===== src/rtl/alu_multicycle_pkg.sv =====
// ---------------------------------------------------------------------------
// alu_multicycle_pkg
//   Shared definitions for the multi-cycle ALU and its controller:
//   - 3-bit operation code table (one table for both blocks)
//   - FSM state type of the ALU sequencer
//   - small helper to classify shift operations
// ---------------------------------------------------------------------------
package alu_multicycle_pkg;

  // Operation codes driven by the ALU controller on alu_control.
  localparam logic [2:0] ALU_ADD  = 3'b000;
  localparam logic [2:0] ALU_SUB  = 3'b001;
  localparam logic [2:0] ALU_AND  = 3'b010;
  localparam logic [2:0] ALU_OR   = 3'b011;
  localparam logic [2:0] ALU_XOR  = 3'b100;
  localparam logic [2:0] ALU_SRL  = 3'b101;
  localparam logic [2:0] ALU_SLL  = 3'b110;
  localparam logic [2:0] ALU_RSVD = 3'b111;

  // Sequencer states.
  typedef enum logic [1:0] {
    ST_IDLE  = 2'd0,
    ST_SHIFT = 2'd1,
    ST_DONE  = 2'd2
  } state_e;

  // True for the two iterative (bit-serial) operations.
  function automatic logic is_shift_op(input logic [2:0] op);
    return (op == ALU_SRL) || (op == ALU_SLL);
  endfunction

endpackage


===== src/rtl/alu_multicycle_logic.sv =====
// ---------------------------------------------------------------------------
// alu_logic_unit
//   Combinational single-cycle datapath of the multi-cycle ALU.
//   Covers ADD/SUB (modulo 2^XLEN, no carry/overflow), AND, OR, XOR and the
//   reserved code, which yields 0. Shift codes also yield 0 here; shifts are
//   sequenced by the top level.
//
// Ports:
//   alu_control  in  3     operation code
//   operand_a    in  XLEN  first operand
//   operand_b    in  XLEN  second operand
//   y            out XLEN  combinational result
// ---------------------------------------------------------------------------
module alu_logic_unit
  import alu_multicycle_pkg::*;
#(
  parameter int unsigned XLEN = 32
) (
  input  logic [2:0]      alu_control,
  input  logic [XLEN-1:0] operand_a,
  input  logic [XLEN-1:0] operand_b,
  output logic [XLEN-1:0] y
);

  always_comb begin
    y = '0;
    unique case (alu_control)
      ALU_ADD: y = operand_a + operand_b;
      ALU_SUB: y = operand_a - operand_b;
      ALU_AND: y = operand_a & operand_b;
      ALU_OR:  y = operand_a | operand_b;
      ALU_XOR: y = operand_a ^ operand_b;
      default: y = '0;
    endcase
  end

endmodule


===== src/rtl/alu_multicycle.sv =====
// ---------------------------------------------------------------------------
// alu_multicycle
//   Multi-cycle integer ALU sitting downstream of the ALU controller.
//   Logic/arithmetic ops finish in one cycle; SRL/SLL shift one bit per
//   cycle. Result and zero flag are registered and held under a
//   valid/ready handshake on both sides.
//
// Ports:
//   clk          in  1     clock, rising edge
//   rst          in  1     synchronous active-high reset
//   in_valid     in  1     request fields valid
//   in_ready     out 1     request accepted this cycle when in_valid is high
//   alu_control  in  3     operation code (see alu_multicycle_pkg)
//   operand_a    in  XLEN  rs1 value
//   operand_b    in  XLEN  rs2 value or immediate; low SHW bits = shift amount
//   out_valid    out 1     result/zero valid
//   out_ready    in  1     consumer takes the result this cycle
//   result       out XLEN  registered result
//   zero         out 1     registered (result == 0)
// ---------------------------------------------------------------------------
module alu_multicycle
  import alu_multicycle_pkg::*;
#(
  parameter int unsigned XLEN = 32,
  parameter int unsigned SHW  = $clog2(XLEN)
) (
  input  logic            clk,
  input  logic            rst,
  input  logic            in_valid,
  output logic            in_ready,
  input  logic [2:0]      alu_control,
  input  logic [XLEN-1:0] operand_a,
  input  logic [XLEN-1:0] operand_b,
  output logic            out_valid,
  input  logic            out_ready,
  output logic [XLEN-1:0] result,
  output logic            zero
);

  state_e          state;
  logic [2:0]      op_reg;     // captured op, selects shift direction
  logic [XLEN-1:0] acc;        // shift accumulator
  logic [SHW-1:0]  cnt;        // remaining shift steps

  logic            accept;
  logic [SHW-1:0]  shamt;
  logic [XLEN-1:0] logic_y;
  logic [XLEN-1:0] single_val; // result of any op that completes on accept
  logic            start_shift;
  logic [XLEN-1:0] acc_step;

  alu_logic_unit #(
    .XLEN (XLEN)
  ) u_logic (
    .alu_control (alu_control),
    .operand_a   (operand_a),
    .operand_b   (operand_b),
    .y           (logic_y)
  );

  assign in_ready = !rst && ((state == ST_IDLE) ||
                             ((state == ST_DONE) && out_ready));
  assign accept   = in_valid && in_ready;
  assign shamt    = operand_b[SHW-1:0];

  always_comb begin
    start_shift = is_shift_op(alu_control) && (shamt != '0);
    // Shift by zero passes operand_a straight through as a one-cycle op.
    single_val  = is_shift_op(alu_control) ? operand_a : logic_y;
    acc_step    = (op_reg == ALU_SRL) ? {1'b0, acc[XLEN-1:1]}
                                      : {acc[XLEN-2:0], 1'b0};
  end

  // Acceptance is only possible in IDLE, or in DONE while the current result
  // is being consumed, so it is handled ahead of the per-state behaviour and
  // covers the back-to-back case with the same code as a fresh start.
  always_ff @(posedge clk) begin
    if (rst) begin
      state     <= ST_IDLE;
      op_reg    <= ALU_ADD;
      acc       <= '0;
      cnt       <= '0;
      result    <= '0;
      zero      <= 1'b0;
      out_valid <= 1'b0;
    end else if (accept) begin
      op_reg <= alu_control;
      if (start_shift) begin
        acc       <= operand_a;
        cnt       <= shamt;
        out_valid <= 1'b0;
        state     <= ST_SHIFT;
      end else begin
        result    <= single_val;
        zero      <= (single_val == '0);
        out_valid <= 1'b1;
        state     <= ST_DONE;
      end
    end else begin
      unique case (state)
        ST_IDLE: begin
          out_valid <= 1'b0;
        end
        ST_SHIFT: begin
          acc <= acc_step;
          cnt <= cnt - SHW'(1);
          if (cnt == SHW'(1)) begin
            result    <= acc_step;
            zero      <= (acc_step == '0);
            out_valid <= 1'b1;
            state     <= ST_DONE;
          end
        end
        ST_DONE: begin
          // Result is held until taken; no new request arrived with out_ready.
          if (out_ready) begin
            out_valid <= 1'b0;
            state     <= ST_IDLE;
          end
        end
        default: begin
          out_valid <= 1'b0;
          state     <= ST_IDLE;
        end
      endcase
    end
  end

endmodule

===== config.mk =====
export PLATFORM = sky130hd
export DESIGN_NAME = alu_multicycle
export DESIGN_NICKNAME = d
export VERILOG_FILES = /design/src/rtl/alu_multicycle_pkg.sv /design/src/rtl/alu_multicycle_logic.sv /design/src/rtl/alu_multicycle.sv
export SDC_FILE = /design/constraint.sdc
export NUM_CORES = 1
export LEC_CHECK = 0
export ABC_AREA = 1
export ABC_CLOCK_PERIOD_IN_PS = 12300
export CAP_MARGIN = 30
export CORE_MARGIN = 2
export CORE_UTILIZATION = 53
export DETAILED_ROUTE_END_ITERATION = 7
export GPL_ROUTABILITY_DRIVEN = 0
export PLACE_DENSITY = 0.76
export SKIP_CTS_REPAIR_TIMING = 1
export SKIP_LAST_GASP = 1
export SYNTH_ARGS = -nofsm -noshare
export SYNTH_HDL_FRONTEND = slang
export SYNTH_SLANG_ARGS = --single-unit

===== constraint.sdc =====
create_clock -name clk -period 12.3 [get_ports clk]
set_clock_uncertainty 0.2 [all_clocks]
set_input_delay 3.69 -clock clk [delete_from_list [all_inputs] [get_ports clk]]
set_output_delay 3.69 -clock clk [all_outputs]
set_load 0.02 [all_outputs]

# Word-level counts from Yosys, hierarchy flattened
# Cells that the tools add are included.
# totals
register_bits	76
out_inout_bits	35
elab_cells	73
input_bits	71
# op_classes
mux	27
bitwise	3
reduce_logical	18
add_sub_neg	3
eq_ne	15
# op_table
cell	n
$mux 32	9
$pmux 32 s5	1
$logic_not 32->1	2
$add 32x32->32	1
$and 32x32->32	1
$or 32x32->32	1
$sub 32x32->32	1
$xor 32x32->32	1
$mux 5	3
$eq 3x3->1 const B	4
$mux 1	8
$mux 2	4
$eq 3x2->1 const B	2
$ne 3x3->1 const B	2
$pmux 2 s3	1
$reduce_and 3->1	2
$eq 5x1->1 const B	1
$reduce_bool 5->1	1
$sub 5x1->5 const B	1
$logic_and 1x1->1	4
$ne 2x2->1 const B	2
$reduce_and 2->1	2
$reduce_bool 2->1	2
$eq 3x1->1 const B	1
other kinds (8)	9

# Logic depth before layout (Yosys ltp)
# Gate-level depths: netlist (run 1).
# depth
ltp_word	7
ltp_mapped	31
ltp_nobuf	31

# Cells and area by module
# From an unflattened synthesis (run 1), not the netlist that was laid out.
# unflattened
hier_cells	1666
hier_area_um2	9564.2
# by_module_without_submodules
mod	area_each_um2	seq_area_each_um2	cells_each	instances
alu_logic_unit	5059.9	0.0	938	1
alu_multicycle	4504.3	1521.5	728	1

# Worst setup path before layout (run 1)
# No wires, ideal clock.
# synth_path
path_kind	in2out
start	input out_ready
end	output in_ready
arrival_time_ns	4.013
t_required_ns	8.410
stages	4
n_path_buf	0
slack_ns	4.397
path_cell_list	inv_1 > nand2_1 > nand2_1 > inv_1
# synth_via
elab_chain_len	3
# synth_lines
item	line_no	rtl
from (decl)	alu_multicycle.sv:35	input logic out_ready,
$logic_and 1x1->1	alu_multicycle.sv:62	((state == ST_DONE) && out_ready));
$logic_or 1x1->1	alu_multicycle.sv:61	assign in_ready = !rst && ((state == ST_IDLE) ||
$logic_and 1x1->1	alu_multicycle.sv:61	
to (decl)	alu_multicycle.sv:30	output logic in_ready,
# Every way passes these cells.

# Final worst setup path (run 1)
# layout_path
start	input rst
end	output in_ready
# layout_via
elab_chain_len	2
# layout_lines
item	line_no	rtl
from (decl)	alu_multicycle.sv:28	input logic rst,
$logic_not 1->1	alu_multicycle.sv:61	
$logic_and 1x1->1	alu_multicycle.sv:61	
# Every way passes these cells.

==> flow_summary.toml, run 1 <==
[setup_path]
crit_path_frequent_cell = "clkdlybuf4s50_1"
slowest_stage = "clkdlybuf4s50_1"
cp.arrival_ns = 5.07
timing.rr.start = "state[0]"
rrSetupSlack_ns = 8.95
cp_num_cells = 5
cp-start-kind = "primary input"
reg2regPathDepth = 12
path_class = "primary input to primary output"
worstSetupEndpointType = "primary output"
cp_cell_sequence = "clkdlybuf4s50_1 -> nor2_1 -> nand2_1 -> inv_1 -> clkdlybuf4s50_1"
cp_top_family = "buffers and inverters"
regToRegEndpoint = "acc[9]"
cp-endpoint = "in_ready"
worstPathMaxFanout = 6
worst-path-buf-inv = 3
startpoint = "rst"
slowest_delay_ns = 0.59
required_ns = 8.41

[placement]
pre_cts_slack_ns = 3.34
hpwl_um = 22200
port_buffers = 105

[clock_tree]
cts_tree = "done"
cts_buffers = 9
htree_levels = 3
path_clk_slew_ns = 0.06
root_buffer = "clkbuf_16"
clkLatencyLatePin_ns = 0.34
cts.path.max_buffers = 2
cts_sinks = 76

[timing]
period_needed_ns = 8.96
worst_slack_ns = 3.34
worstMarginPinSlew_ns = 0.890
relSlewSlack_pct = 40.5
rsz0062_at_grt = "no"
finalSetupViolCount = 0
fmax_mhz = 112
tns_ns = 0
period_share_pct = 72.8
finalMaxSlewViolations = 0
hold_slack_ns = 0.264
hold_viol = 0

[drt]
first_pass_iters = 6
drt-met1-wl_um = 12800
wl_met3_um = 2710
routed.top_layer = "met4"
wl_met2_um = 11800
drt-total-wl_um = 27800
first_iter_violations = 1195
drc = 0
vias = 9977
drt-vias-per-instance = 5.51
wl_per_cell_um = 15.3
postRouteAntennaNets = 0

[yosys]
synthTopCellsByCount = "371 x nand2_1, 229 x inv_1, 166 x nor2_1, 151 x o21ai_0, 99 x ha_1"
synth_most_common_cell = "nand2_1"
ys.flop_type = "dfxtp_1"
synth_top_area_cell = "dfxtp_1"
synth-adder-area-share_pct = 14.0
synth_top_family_by_area = "simple AND/OR/NAND/NOR gates"
ys_seq_area_share_pct = 16.9
synth_top_area_share_pct = 16.9
synth_area_um2 = 9000
synthTopCellsByArea = "dfxtp_1 17%, nand2_1 15%, ha_1 14%"
synthMuxAreaShare_pct = 0.111
synthXorXnorAreaFrac_pct = 3.02
synthSimpleGateAreaFrac_pct = 33.6
synth_compound_area_share_pct = 19.6
syn_area_per_cell_um2 = 5.94
yosysWarnings = 0
ys_ff_latch = 76
synthCells = 1515
synthArstFlopShare_pct = 0
synth.distinct_cells = 49
synth_edf_count = 0
syn_nets = 1686

[floorplan]
fp.dieW_um = 134
start_util_pct = 54.2
dieArea_um2 = 18000
rows = 47
io_pins = 106
core_area_um2 = 16600
fp.dieH_um = 134

[final_layout]
seq_area_um2 = 1520
num_antenna_cells = 0
syn_to_final_growth_pct = 16.3
post_route_cells_drive_above_1_share_pct = 4.78
reg.largest.list = "acc (32), result (32), cnt (5)"
nets = 1756
multi_input_area_um2 = 6330
fillers = 1620

[power_and_ir_drop]
vdd_ir_drop_max_v = 0.0000919
power_density_nw_per_um2 = 93.5
leakagePower_nw = 5.19

[worst_hold_path]
hp-class = "flip-flop to flip-flop"

[global_route]
gr-total-overflow = 0
grt_max_degree = 73
grt_usage_pct = 31.0
antenna_found_initial = 0
grt_pass1_wl_um = 45300
grt_pass1_vias = 9054

[flow_run]
maxCapViolCount = 0

[run_status]
status = "complete, no violations"
==> cells in the final DEF, fill, tap and decap left out, drive strengths merged, types with 2 or more instances in the layout <==
cell type      instances
clkdlybuf4s50        105
nand3b                10
a221oi                18
a21oi                 67
nand4                 16
nor4                   6
inv                  235
or2                   14
o21ai                161
nand2                381
nand3                 96
ha                    99
clkinv                 2
clkbuf                12
xor2                  30
a31oi                 43
dfxtp                 76
buf                    7
a22o                   2
o211ai                 3
nor2                 174
nor3                  13
bufinv                 3
a21o                   3
o21bai                 4
==> worst min-delay path, delay by kind of cell (launching register included) <==
family / cells / cell delay (ns)
flops: 1 / 0.31
simple gates: 1 / 0.06
compound gates: 1 / 0.05
==> through the flow <==
step / total power (W) / util (%) / instances / area, um^2
finish: 0.000978 / 63.1 / 1810 / 10500
global route: 0.00104 / 63.1 / 1810 / 10500
CTS: 0.000975 / 63.1 / 1810 / 10500
detailed placement: 0.000675 / 61.1 / 1794 / 10100
global placement: 0.000668 / 61.0 / 1793 / 10100
floorplan: 0.000548 / - / 1515 / 9000
==> layout make-up <==
cell class	count	area share, %
clock buffer	12	2.26
timing repair buffer	112	10.6
sequential	76	14.5
inverter	237	8.51
tap	220	2.63
multi-input combinational	1149	60.5
clock inverter	4	0.933
==> metal layers <==
metal / global-route usage (%) / vias to the layer above
met1: 46.2 / 4406
met2: 46.9 / 453
met3: 4.35 / 45
met4: 7.60 / 0
met5: 0 / -
li1: - / 5073
==> where the power goes <==
group,switching (W),leakage (nW),internal [W]
Sequential,0.0000110,0.623,0.000268
Clock,0.000101,0.157,0.000198
Combinational,0.000253,4.41,0.000147
==> logic make-up after synthesis <==
group                      count (synthesis)
buffers and inverters                    290
muxes                                      1
and+or+nand+nor                          710
AOI/OAI and AO/OA                        307
adders and majority gates                100
xor gates and xnor gates                  31
DFF                                       76
==> worst min-delay path by stage <==
stage,start,end,slack (ns),cells after the start
floorplan,acc[20],acc[20],0.24,2
global placement,acc[23],acc[23],0.25,2
detailed placement,acc[28],acc[28],0.26,2
CTS,out_valid,out_valid,0.27,2
global route,acc[17],acc[17],0.29,2
finish,out_valid,out_valid,0.26,2
Note: power is estimated with default switching activity, not from simulation.
==> run 2, diff against run 1 <==
- ABC_CLOCK_PERIOD_IN_PS: 12300 -> 8800
- clock period: 12.3 -> 8.8 ns (I/O delays scaled with it)
==> flow_summary.toml, run 2 (same netlist as run 1, synthesis figures left out) <==
[run_status]
status = "complete, no violations"

[worst_hold_path]
hold_start = "out_valid"
hp-class = "flip-flop to flip-flop"

[global_route]
gr-total-overflow = 0
grt_pass1_wl_um = 46100
grt_pass1_vias = 9002
busiest_layer = "met1"
met2_usage_pct = 48.2
antenna_found_initial = 0
grt_usage_pct = 32.1
grt_util_met3_pct = 2.49
grt_max_degree = 73
use_met1_pct = 48.6

[clock_tree]
cts.path.max_buffers = 2
cts_sinks = 76
path_clk_slew_ns = 0.06
htree_levels = 3
cts_buffers = 9
clkLatencyLatePin_ns = 0.34
cts_tree = "done"
root_buffer = "clkbuf_16"

[setup_path]
cp-start-kind = "primary input"
cp.arrival_ns = 7.38
path_class = "primary input to flip-flop"
startpoint = "alu_control[2]"
worstPathMaxFanout = 20
timing.rr.start = "state[1]"
worstSetupEndpointType = "flip-flop"
required_ns = 8.88

[final_layout]
final_util_pct = 62.9
num_antenna_cells = 0
syn_to_final_growth_pct = 16.0
fillers = 1645
post_route_cells_drive_above_1_share_pct = 4.91
reg.largest.list = "acc (32), result (32), cnt (5)"
layout_common_cells = "371 x nand2_1, 229 x inv_1, 164 x nor2_1"
multi_input_area_um2 = 6330
layout_commonest_cell = "nand2_1"
nets = 1755
seq_area_um2 = 1520

[timing]
finalSetupViolCount = 0
worstMarginPinSlew_ns = 0.859
period_needed_ns = 7.30
finalMaxSlewViolations = 0
tns_ns = 0
worst_slack_ns = 1.50
hold_viol = 0
relSlewSlack_pct = 42.6
rsz0062_at_grt = "no"
period_share_pct = 82.9
fmax_mhz = 137

[floorplan]
io_pins = 106
fp.dieW_um = 134
core_area_um2 = 16600
start_util_pct = 54.2
dieArea_um2 = 18000
rows = 47
fp.dieH_um = 134

[drt]
first_pass_iters = 6
wl_per_cell_um = 16.1
vias = 10300
first_iter_violations = 1271
drc = 0
drt-vias-per-instance = 5.71
postRouteAntennaNets = 0
drt-total-wl_um = 29100

[power_and_ir_drop]
leakagePower_nw = 5.19
vdd_ir_drop_max_v = 0.0000929
power_density_nw_per_um2 = 128

[placement]
hpwl_um = 23000
port_buffers = 105
pre_cts_slack_ns = 1.37

[flow_run]
maxCapViolCount = 0
[run 2: changes by cell type in the layout (fill, tap and decap cells not counted)]
cell,change
buf_16,+1
clkinvlp_4,-1
buf_4,-1
clkinv_2,+4
clkbuf_8,+2
buf_8,-1
clkbuf_1,-3
bufinv_16,-2
[run 2: per-stage QoR]
step	hold WS [ns]	cell area (um^2)	cells	power (W)
3_3_place_gp	0.254	10100	1792	0.000942
2_1_floorplan	0.236	9000	1515	0.000766
4_1_cts	0.266	10400	1809	0.00132
5_1_grt	0.300	10400	1809	0.00141
6_report	0.265	10400	1809	0.00133
3_5_place_dp	0.257	10100	1793	0.000949
[run 2: path summary, 6_finish.rpt]
| path | cells after the start | endpoint | slack, ns |
|---|---|---|---|
| worst min register to register | 2 | out_valid | 0.27 |
| worst max register to register | 10 | result[21] | 5.53 |
| worst min-delay path | 2 | out_valid | 0.27 |
| worst max-delay path | 21 | zero | 1.50 |
[run 2: cell type report]
cell class | count | share of cell area (%)
sequential | 76 | 14.6
inverter | 237 | 8.54
tap | 220 | 2.64
clock buffer | 11 | 2.42
clock inverter | 5 | 0.480
timing repair buffer | 111 | 10.7
multi-input combinational | 1149 | 60.7
[run 2: layer usage]
metal  up-vias  wire length (um)
met5         -                 0
met4         0               624
met3        42              2830
met2       509             12200
met1      4707             13400
li1       5074                 -
[run 2: power by group]
group          leakage, nW  switching [W]  internal (W)
clock network        0.155       0.000143      0.000233
registers            0.623      0.0000157      0.000374
logic                 4.41       0.000363      0.000206
[run 2: critical path, stage by stage]
cell,delay [ns]
clkdlybuf4s50_1,0.51
inv_1,0.17
nand3_1,0.62
inv_1,0.66
o21ai_2,0.15
a21oi_2,0.18
o21ai_1,0.17
xor2_1,0.21
ha_1,0.39
nand2_1,0.15
nor3_1,0.32
nand3_1,0.18
nand2_1,0.10
nand2_1,0.05
nand3_1,0.15
nand3_1,0.14
nor2_1,0.20
nand3_1,0.10
nor2_1,0.09
nand2_1,0.07
a21oi_1,0.11
==> edit, RTL diff (settings of run 2) <==
`XLEN` is set to 32 in 2 places; all go to 16.
--- a/src/rtl/alu_multicycle_logic.sv
+++ b/src/rtl/alu_multicycle_logic.sv
@@ -16,3 +16,3 @@
 #(
-  parameter int unsigned XLEN = 32
+  parameter int unsigned XLEN = 16
 ) (
--- a/src/rtl/alu_multicycle.sv
+++ b/src/rtl/alu_multicycle.sv
@@ -23,3 +23,3 @@
 #(
-  parameter int unsigned XLEN = 32,
+  parameter int unsigned XLEN = 16,
   parameter int unsigned SHW  = $clog2(XLEN)
Interface: changed (resized operand_a, operand_b and result); port bits go from 106 to 58. The function was not compared with the original's and may differ.
==> edit against run 2 <==
- sequential cell count fell by 33
- wire length decreased by 57%
- synthesized cell count decreased by 51%
- area after synthesis decreased by 50%
- die area is 48% lower
- setup slack improved by 460 ps
- power shrank 53%
- final area decreased by 50%
- critical endpoint is now in_ready
- largest cell class unchanged
- highest routed layer unchanged
==> edit: results (changes against run 2) <==
fillcell total - 792 (was 1,645)
sequential share of the synthesized area - 18.97% (was 16.91%)
top cells by count, synth - nand2_1 (181), inv_1 (115), nor2_1 (71), o21ai_0 (71) (was nand2_1 (371), inv_1 (229), nor2_1 (166))
status - finished, final reports clean (unchanged)
Post-Syn Nets - 838 (was 1,686)
top post-synthesis cells by area - dfxtp_1 (19%), nand2_1 (15%), ha_1 (14%) (was dfxtp_1 (17%), nand2_1 (15%), ha_1 (14%))
CTS root buf - clkbuf_8 (was clkbuf_16)
Top Family by Delay on Critical Path - buffers and inverters (was simple AND/OR/NAND/NOR gates)
gr usage total - 28.18% (was 32.10%)
Skew-Pair Late Insertion Delay - 300 ps (was 340 ps)
initial antenna violation count - 0 (unchanged)
P_sw - 0.0002442 W (was 0.0005214 W)
fraction of layout cells with a size suffix above 1 - 5.196% (was 4.909%)
Synth Area in Compound Gates - 18.83% (was 19.58%)
slowest stage cell, crit path - clkdlybuf4s50_1 (was inv_1)
GR Util met1 - 37.90% (was 48.60%)
Clock transition at path regs - 80 ps (was 60 ps)
routed length on met3 - 754 um (was 2.827 mm)
HPWL Detailed - 10.01 mm (was 23.04 mm)
Hold Slack - 273.4 ps (was 265.2 ps)
Worst EP arrival - 4000 ps (was 7380 ps)
peak supply drop - 0.00005356 V (was 0.00009294 V)
Initial DRT Pass Iterations - 5 (was 6)
via count - 4,903 (was 10,332)
post-synthesis adder-cell area fraction - 14.23% (was 13.99%)
WL final - 12.59 mm (was 29.10 mm)
first-pass GRT wire length - 20.87 mm (was 46.14 mm)
Largest regs - acc x16, result x16, cnt x4 (was acc x32, result x32, cnt x5)
DR iter-0 viols - 293 (was 1,271)
global-route met2 utilization - 47.92% (was 48.16%)
Finished Layout Cells - 894 (was 1,809)
critical path's largest stage delay - 590 ps (was 660 ps)
combinational logic power - 0.000274 W (was 0.000569 W)
Leak - 2.658 nW (was 5.191 nW)
flop2flop setup slack - 5890 ps (was 5530 ps)
I/O Buffers - 57 (was 105)
PnR worst setup slack - 1965 ps (was 1502 ps)
Layout Nets - 879 (was 1,755)
Power Density - 119.3 mW/mm2 (was 127.8 mW/mm2)
largest fanout on the critical path - 5 (was 20)
Num CTS Buffers - 5 (was 9)
Met2 Routed Length - 5.840 mm (was 12.24 mm)
H-tree levels - 2 (was 3)
Antenna Cells - 0 (unchanged)
mux cell area share after synthesis - 0.2206% (was 0.1113%)
Placement Cell Area - 0.005125 mm2 (was 0.01013 mm2)
Synth Instances - 748 (was 1,515)
Post-Synth XOR/XNOR Area - 3.088% (was 3.018%)
[edit: changes by cell type after synthesis, sizes merged, moves of 20 or more]
cell / before / now
nand2: 381 / 183
inv: 235 / 124
nor2: 174 / 75
o21ai: 161 / 83
ha: 99 / 50
nand3: 96 / 52
a21oi: 67 / 32
dfxtp: 76 / 43
clkbuf: 33 / 11
a31oi: 43 / 23
[edit: worst paths after layout]
kind | start | end | cells after the start
setup / recovery | rst | in_ready | 5
setup reg to reg | state[0] | result[1] | 10
hold / removal | acc[4] | acc[4] | 2
hold reg to reg | acc[4] | acc[4] | 2
[edit: cell type report]
type / count / area [um2] / area share (%)
clock buffer: 6 / 82.58 / 1.584
sequential: 43 / 860.8 / 16.51
multi-input combinational: 554 / 3063 / 58.76
inverter: 125 / 469.2 / 9.001
timing repair buffer: 60 / 600.6 / 11.52
clock inverter: 1 / 5.005 / 0.09602
tap: 105 / 131.4 / 2.520
[edit: tightest hold or removal path: stages (launching register included)]
cell     delay, ps
dfxtp_1        320
inv_1           60
a21oi_1         50
